[config.mk]
export PLATFORM = sky130hd
export DESIGN_NAME = alu_result_stage_flat
export DESIGN_NICKNAME = d
export VERILOG_FILES = /design/src/rtl/alu_result_stage_if.sv /design/src/rtl/alu_result_stage.sv /design/src/flat_wrapper.sv
export SDC_FILE = /design/constraint.sdc
export NUM_CORES = 1
export LEC_CHECK = 0
export BUFFER_PORTS_ARGS = -buffer_cell sky130_fd_sc_hd__buf_2
export CORE_ASPECT_RATIO = 0.75
export CORE_MARGIN = 1
export CORE_UTILIZATION = 37
export DETAILED_ROUTE_END_ITERATION = 7
export PLACE_DENSITY_LB_ADDON = 0.25
export SYNTH_ARGS = -nofsm -noshare
export SYNTH_HDL_FRONTEND = slang
export SYNTH_SLANG_ARGS = --single-unit
[constraint.sdc]
create_clock -name clk -period 2.3 [get_ports clk]
set_clock_uncertainty 0.1 [all_clocks]
set_input_delay 0.46 -clock clk [delete_from_list [all_inputs] [get_ports clk]]
set_output_delay 0.46 -clock clk [all_outputs]
set_load 0.02 [all_outputs]
[src/rtl/alu_result_stage_if.sv]
// ----------------------------------------------------------------------------
// alu_result_stage_if
// Bundles the two valid/ready links of the ALU result stage.
//
// Handshake rule for both links: a transfer happens on a rising clock edge
// where valid and ready are both 1. The sender holds its payload stable while
// valid=1 and ready=0. Ready never depends combinationally on valid.
//
//   in_*  : producer (ALU) -> stage.  in_valid/in_op/in_s/in_c/in_zero/
//           in_overflow from the producer, in_ready back to it.
//   out_* : stage -> consumer.  out_valid/out_op/out_s/out_c/out_zero/
//           out_overflow from the stage, out_ready back from the consumer.
//
// Modports:
//   master : the environment side (drives in_*, out_ready).
//   slave  : the stage itself.
// ----------------------------------------------------------------------------
interface alu_result_stage_if #(
    parameter int WIDTH = 4
);
    logic             in_valid;
    logic             in_ready;
    logic [2:0]       in_op;
    logic [WIDTH-1:0] in_s;
    logic             in_c;
    logic             in_zero;
    logic             in_overflow;

    logic             out_valid;
    logic             out_ready;
    logic [2:0]       out_op;
    logic [WIDTH-1:0] out_s;
    logic             out_c;
    logic             out_zero;
    logic             out_overflow;

    modport master (
        output in_valid, in_op, in_s, in_c, in_zero, in_overflow, out_ready,
        input  in_ready, out_valid, out_op, out_s, out_c, out_zero, out_overflow
    );

    modport slave (
        input  in_valid, in_op, in_s, in_c, in_zero, in_overflow, out_ready,
        output in_ready, out_valid, out_op, out_s, out_c, out_zero, out_overflow
    );
endinterface

[src/rtl/alu_result_stage.sv]
// ----------------------------------------------------------------------------
// alu_result_stage
// Captures ALU results into a DEPTH-entry circular FIFO and hands them to a
// possibly stalling consumer over valid/ready. Keeps sticky carry/overflow
// status flags.
//
// Ports:
//   clk           : clock, all state changes on the rising edge
//   rst           : synchronous active-high reset
//   bus           : alu_result_stage_if.slave (in_* producer link,
//                   out_* consumer link)
//   clr_sticky    : clears sticky_c / sticky_ov / zero_mismatch
//   count         : FIFO occupancy, 0..DEPTH
//   sticky_c      : some accepted entry carried since last clear
//   sticky_ov     : some accepted entry overflowed since last clear
//   zero_mismatch : some accepted entry had a wrong zero flag (only with
//                   ALU_RESULT_ZERO_CHECK_EN, otherwise tied to 0)
//
// Build option: define ALU_RESULT_ZERO_CHECK_EN to recompute the zero flag on
// every push, store the recomputed value and flag disagreements.
// ----------------------------------------------------------------------------
module alu_result_stage #(
    parameter int WIDTH = 4,
    parameter int DEPTH = 4
) (
    input  logic                       clk,
    input  logic                       rst,
    alu_result_stage_if.slave          bus,
    input  logic                       clr_sticky,
    output logic [$clog2(DEPTH+1)-1:0] count,
    output logic                       sticky_c,
    output logic                       sticky_ov,
    output logic                       zero_mismatch
);
    localparam int PW = $clog2(DEPTH);
    localparam int CW = $clog2(DEPTH+1);
    // Entry layout: {op[2:0], s[WIDTH-1:0], c, zero, overflow}
    localparam int EW = 3 + WIDTH + 3;

    logic [EW-1:0] r_mem [DEPTH];
    logic [PW-1:0] r_wr_ptr;
    logic [PW-1:0] r_rd_ptr;
    logic [CW-1:0] r_count;
    logic          r_sticky_c;
    logic          r_sticky_ov;

    logic          w_full;
    logic          w_empty;
    logic          w_push;
    logic          w_pop;
    logic          w_zero_store;
    logic [EW-1:0] w_head;

    // Both flags come from the registered count only, so in_ready has no
    // path from out_ready: a full FIFO refuses a push even while popping.
    assign w_full  = (r_count == CW'(DEPTH));
    assign w_empty = (r_count == '0);
    assign w_push  = bus.in_valid && !w_full;
    assign w_pop   = !w_empty && bus.out_ready;

`ifdef ALU_RESULT_ZERO_CHECK_EN
    logic w_zero_calc;
    logic r_zero_mismatch;

    assign w_zero_calc  = (bus.in_s == '0);
    assign w_zero_store = w_zero_calc;

    always_ff @(posedge clk) begin
        if (rst) begin
            r_zero_mismatch <= 1'b0;
        end else if (clr_sticky) begin
            // A mismatch arriving with the clear still gets recorded.
            r_zero_mismatch <= w_push && (w_zero_calc != bus.in_zero);
        end else if (w_push && (w_zero_calc != bus.in_zero)) begin
            r_zero_mismatch <= 1'b1;
        end
    end

    assign zero_mismatch = r_zero_mismatch;
`else
    assign w_zero_store  = bus.in_zero;
    assign zero_mismatch = 1'b0;
`endif

    // Storage is intentionally not reset; out_* are don't-care when empty.
    always_ff @(posedge clk) begin
        if (!rst && w_push) begin
            r_mem[r_wr_ptr] <= {bus.in_op, bus.in_s, bus.in_c, w_zero_store,
                                bus.in_overflow};
        end
    end

    always_ff @(posedge clk) begin
        if (rst) begin
            r_wr_ptr <= '0;
            r_rd_ptr <= '0;
            r_count  <= '0;
        end else begin
            if (w_push) begin
                r_wr_ptr <= (r_wr_ptr == PW'(DEPTH-1)) ? '0 : r_wr_ptr + PW'(1);
            end
            if (w_pop) begin
                r_rd_ptr <= (r_rd_ptr == PW'(DEPTH-1)) ? '0 : r_rd_ptr + PW'(1);
            end
            if (w_push && !w_pop) begin
                r_count <= r_count + CW'(1);
            end else if (w_pop && !w_push) begin
                r_count <= r_count - CW'(1);
            end
        end
    end

    // Sticky flags: clear has lower priority than a set in the same cycle,
    // so with clr_sticky the flag takes the value of the new entry's flag.
    always_ff @(posedge clk) begin
        if (rst) begin
            r_sticky_c  <= 1'b0;
            r_sticky_ov <= 1'b0;
        end else if (clr_sticky) begin
            r_sticky_c  <= w_push && bus.in_c;
            r_sticky_ov <= w_push && bus.in_overflow;
        end else begin
            r_sticky_c  <= r_sticky_c  || (w_push && bus.in_c);
            r_sticky_ov <= r_sticky_ov || (w_push && bus.in_overflow);
        end
    end

    assign w_head = r_mem[r_rd_ptr];

    assign bus.in_ready     = !w_full;
    assign bus.out_valid    = !w_empty;
    assign bus.out_op       = w_head[EW-1 -: 3];
    assign bus.out_s        = w_head[WIDTH+2:3];
    assign bus.out_c        = w_head[2];
    assign bus.out_zero     = w_head[1];
    assign bus.out_overflow = w_head[0];

    assign count     = r_count;
    assign sticky_c  = r_sticky_c;
    assign sticky_ov = r_sticky_ov;
endmodule

[src/flat_wrapper.sv]
// flat-port wrapper written by rule: the top's interface ports become plain ports
module alu_result_stage_flat 
#(
    parameter int WIDTH = 4,
    parameter int DEPTH = 4
)
  (clk, rst, clr_sticky, count, sticky_c, sticky_ov, zero_mismatch, bus_in_valid, bus_in_op, bus_in_s, bus_in_c, bus_in_zero, bus_in_overflow, bus_out_ready, bus_in_ready, bus_out_valid, bus_out_op, bus_out_s, bus_out_c, bus_out_zero, bus_out_overflow);
  alu_result_stage_if #(.WIDTH(WIDTH)) bus_i ();
  input  logic clk;
  input  logic rst;
  input  logic clr_sticky;
  output logic [$clog2(DEPTH+1)-1:0] count;
  output logic sticky_c;
  output logic sticky_ov;
  output logic zero_mismatch;
  input wire logic [$bits(bus_i.in_valid)-1:0] bus_in_valid;
  input wire logic [$bits(bus_i.in_op)-1:0] bus_in_op;
  input wire logic [$bits(bus_i.in_s)-1:0] bus_in_s;
  input wire logic [$bits(bus_i.in_c)-1:0] bus_in_c;
  input wire logic [$bits(bus_i.in_zero)-1:0] bus_in_zero;
  input wire logic [$bits(bus_i.in_overflow)-1:0] bus_in_overflow;
  input wire logic [$bits(bus_i.out_ready)-1:0] bus_out_ready;
  output wire logic [$bits(bus_i.in_ready)-1:0] bus_in_ready;
  output wire logic [$bits(bus_i.out_valid)-1:0] bus_out_valid;
  output wire logic [$bits(bus_i.out_op)-1:0] bus_out_op;
  output wire logic [$bits(bus_i.out_s)-1:0] bus_out_s;
  output wire logic [$bits(bus_i.out_c)-1:0] bus_out_c;
  output wire logic [$bits(bus_i.out_zero)-1:0] bus_out_zero;
  output wire logic [$bits(bus_i.out_overflow)-1:0] bus_out_overflow;
  assign bus_i.in_valid = bus_in_valid;
  assign bus_i.in_op = bus_in_op;
  assign bus_i.in_s = bus_in_s;
  assign bus_i.in_c = bus_in_c;
  assign bus_i.in_zero = bus_in_zero;
  assign bus_i.in_overflow = bus_in_overflow;
  assign bus_i.out_ready = bus_out_ready;
  assign bus_in_ready = bus_i.in_ready;
  assign bus_out_valid = bus_i.out_valid;
  assign bus_out_op = bus_i.out_op;
  assign bus_out_s = bus_i.out_s;
  assign bus_out_c = bus_i.out_c;
  assign bus_out_zero = bus_i.out_zero;
  assign bus_out_overflow = bus_i.out_overflow;
  alu_result_stage #(.WIDTH(WIDTH), .DEPTH(DEPTH)) u_core (.clk(clk), .rst(rst), .bus(bus_i), .clr_sticky(clr_sticky), .count(count), .sticky_c(sticky_c), .sticky_ov(sticky_ov), .zero_mismatch(zero_mismatch));
endmodule
==> impl_summary.md <==
Place
The count of buffers inserted at the top-level ports is 31. The final weighted congestion in routability-driven placement is 0.7213. The HPWL after detailed placement is roughly 2300 µm. Counting tap cells, the placed design contains a total of approximately 220 instances.

Die
The floorplan die area is 0.005740 mm². The horizontal die dimension is 87.15 µm. The y dimension of the die is 65.86 µm. The area of the placeable core is approximately 0.005 mm².

The number of ports placed on the die boundary is 33. The placement row count is 22. The starting density of the core is 39.72%.

Power and ir drop
The leakage power summed over all cells is 0.8947 nW. The peak ir drop on the vdd network is roughly 0.00057 V. The cell area power density is 1051 mW/mm².

Worst setup path
Across all register-to-register paths, the minimum setup slack is 0.14 ns. In this design, the stage delay of the slowest critical-path cell is 0.37 ns. The endpoint type of the worst setup path is a register.

For the worst setup path, the data required time is 2.44 ns. The number of buffers and inverters on the critical path is 3. The cell repeated most along the worst path is inv_2.

The depth of the most critical reg-to-reg path is 10. The number of logic stages on the critical path including buffering is 10. The startpoint of the worst-slack reg-to-reg timing path is u_core.count[2]$_SDFFE_PP0P_. Data arrives at the worst endpoint at between 2 and 2.5 ns. Walking the worst path, the cells encountered are nor3b_2 -> inv_2 -> nand2_4 -> inv_2 -> ha_1 -> inv_1 -> fa_1 -> xor2_1 -> or3_1 -> a21oi_1.

The endpoint identified for the worst register-to-register timing path is u_core.count[2]$_SDFFE_PP0P_. The critical path start-end classification is register to register. Of all nets on the critical path, the largest fanout is 6. The worst setup path is launched from a register.

On the critical path, the stage with the largest delay is an instance of fa_1. The kind of cell adding the most delay to the critical path is simple AND/OR/NAND/NOR gates.

Logic synthesis
Sorting the synthesized cells by area gives the leading types as edfxtp_1, mux4_2, dfxtp_1, ha_1, nor3b_1. Synthesis handed over a netlist of 111 instances. The per-instance average area after synthesis is 18.13 µm². The fraction of registers with async set/reset is 0%. Ranked by instance count, the synthesized netlist is headed by edfxtp_1, dfxtp_1, mux4_2. The number of nets handed over by synthesis was 133. The cell with the most instances after synthesis is edfxtp_1. The synthesized area is 0.002012 mm². The share of the synthesized area in the top cell type is 59.70%.

The flip-flop and latch count after synthesis is 51. The register area share after synthesis is 70.65%. The netlist uses 26 different library cells. The synthesized design contains 40 enable-type register cells. The main flop type after synthesis is edfxtp_1.

The number of warnings issued by yosys is 0. The cell type with the largest total area after synthesis is edfxtp_1.

Routing
Summing over every cut layer, the via total after detailed routing is around 1,100. The number of DRC violations after detailed-routing iteration 0 is 29. Once detail routing completed, the nets flagged for antenna violations numbered 0.

The average wire per cell in the routed design is roughly 15 µm. The DRC violation count after routing is 0. The detailed-route vias per instance is 4.765. The iteration count of the initial detailed-routing pass is 4. The final wirelength is 3359 µm.

Clock network
The clock tree from TritonCTS is built. The CTS clock-pin slew for the worst setup and hold paths is 0.10 ns. The H-tree generated during clock tree synthesis spans 2 levels.

The number of clock buffers added by TritonCTS is 5. Clock latency on the worst-skew pair, taken at its later pin, is roughly 0.31 ns. For this design, the sink count on the clock tree is 51. The maximum number of buffers from clock root to sink is 2. The buffer type at the clock tree root is clkbuf_8. The number of hold buffers added after CTS was 0.

Global route
The total overflow reported by the global router is 0. The via count of the first global-routing pass was between 1,000 and 1,500. The layer with the highest usage is met2.

The met1 layer usage reported by global route is 16.78%. The number of antenna violations at the first check in global routing came to 0. The wire length of the first global-routing pass is 5457 µm.

In the global route stage, met3 resource usage came out at 5.243%. Entering global routing, the biggest net connects 18 pins. The total global routing track utilization is 13.69%. The met2 track demand over resource in global routing is 21.95%.

Timing
The number of max-slew violations in the final report was 0. The pin slew with the least headroom to its limit is just over 0.5 ns. The clock period could shrink to 2.157 ns. The highest attainable clock frequency is between 0.4 and 0.5 GHz. The worst pin sits at a relative slew slack of 66.08%. The sum of negative setup slack is 0 ns. The total count of hold-check failures in the final report was 0. Setup repair after global routing left no endpoint under its margin. The minimum hold slack is roughly 0.26 ns. The count of final setup violators is 0. The period utilization is 93.79%.

Worst hold path
The worst min-delay path startpoint is bus_in_op[0]. The worst min-delay path endpoint is u_core.r_mem[1][7]$_DFFE_PP_. The tightest min-delay check is of the primary input to register type.

The number of cells traversed by the worst hold path is 1.

Status
The flow ran to the end, and the final reports show no timing, DRC or antenna violations.

Finish
Cells with a size suffix above 1 make up 43.51% of the layout. The filler cells instantiated in the layout total about 460. The area growth from synthesis to final layout is 20.40%. 0 antenna diodes ended up in the layout. The net total in the final layout is around 180. After the flow finishes, the layout carries non-filler instances totaling 226.

Job
The total of max-cap violations is 0.
timing repair:
action,CTS,global route
setup endpoints to repair,0,1
endpoints found under the hold margin,0,0
buffers inserted,0,1
resized for setup,0,4
layout by cell type (no fill, tap or decap), types with 2 or more instances in the layout:
master,instances
dfxtp_1,8
inv_2,2
mux2i_1,2
clkbuf_8,5
nor2_1,5
buf_2,31
nand3_1,2
or3_1,2
ha_1,6
nor3b_1,4
edfxtp_1,40
dfxtp_2,3
a21oi_1,3
inv_1,5
o21ai_0,2
a32oi_1,2
xor2_1,2
buf_4,8
mux4_2,10
how the worst max path moves through the flow:
stage                                       startpoint                           end
after global routing      u_core.count[2]$_SDFFE_PP0P_  u_core.count[2]$_SDFFE_PP0P_
after global placement    u_core.count[0]$_SDFFE_PP0P_  u_core.count[2]$_SDFFE_PP0P_
final                     u_core.count[2]$_SDFFE_PP0P_  u_core.count[2]$_SDFFE_PP0P_
after CTS                 u_core.count[0]$_SDFFE_PP0P_  u_core.count[2]$_SDFFE_PP0P_
after floorplan           u_core.count[0]$_SDFFE_PP0P_  u_core.count[2]$_SDFFE_PP0P_
after detailed placement  u_core.count[0]$_SDFFE_PP0P_  u_core.count[2]$_SDFFE_PP0P_
kinds of logic (layout without fill, tap and decap cells):
kind of cell / count (synthesis) / count (layout) / share of synthesized area, %
buffers and inverters: 11 / 54 / 2.487
adders and majority gates: 7 / 7 / 4.726
other: 1 / 1 / 0.1864
xor gates and xnor gates: 2 / 2 / 0.8708
DFF: 51 / 51 / 70.65
muxes: 12 / 12 / 12.19
and+or+nand+nor: 18 / 18 / 5.534
AOI/OAI and AO/OA: 9 / 9 / 3.358
layout make-up:
cell class              instances  area [µm²]  area share [%]
flip-flops and latches         51        1425           58.83
multi-input cells              49       549.3           22.68
repair buffers                 39       215.2           8.884
well taps                      72       90.09           3.719
clock buffers                   5       68.82           2.841
clock inverters                 3       47.55           1.963
inverters                       7       26.28           1.085
power by group:
group / switching (mW) / total, mW / internal, mW / leakage, nW
Clock: 0.312 / 0.641 / 0.330 / 0.0587
Sequential: 0.0889 / 1.18 / 1.09 / 0.454
Combinational: 0.393 / 0.725 / 0.331 / 0.382
sequential cells by signal, indices dropped and copies added (netlist names), named ones only:
signal            cells
u_core.r_mem         40
u_core.count          3
u_core.r_rd_ptr       2
u_core.r_wr_ptr       2
u_core.sticky_c       1
u_core.sticky_ov      1
per-stage QoR:
stage / util (%) / instance area [µm²] / total power [mW] / setup slack (ns)
floorplan: - / 2012 / 1.689 / 0.006847
global placement: 45.13 / 2286 / 1.888 / 0.1333
detailed placement: 45.13 / 2286 / 1.902 / 0.04713
CTS: 47.43 / 2402 / 2.538 / 0.02894
global route: 47.83 / 2422 / 2.690 / 0.01193
finish: 47.83 / 2422 / 2.546 / 0.1428
routing by layer:
metal  wire (µm)  up-vias  share of wire (%)
li1            -      508                  -
met1        1501      532                 45
met2        1610       29                 48
met3         189        8                5.6
met4          57        0                1.7
met5           0        -                  0
Power figures use the tool's default switching activity.
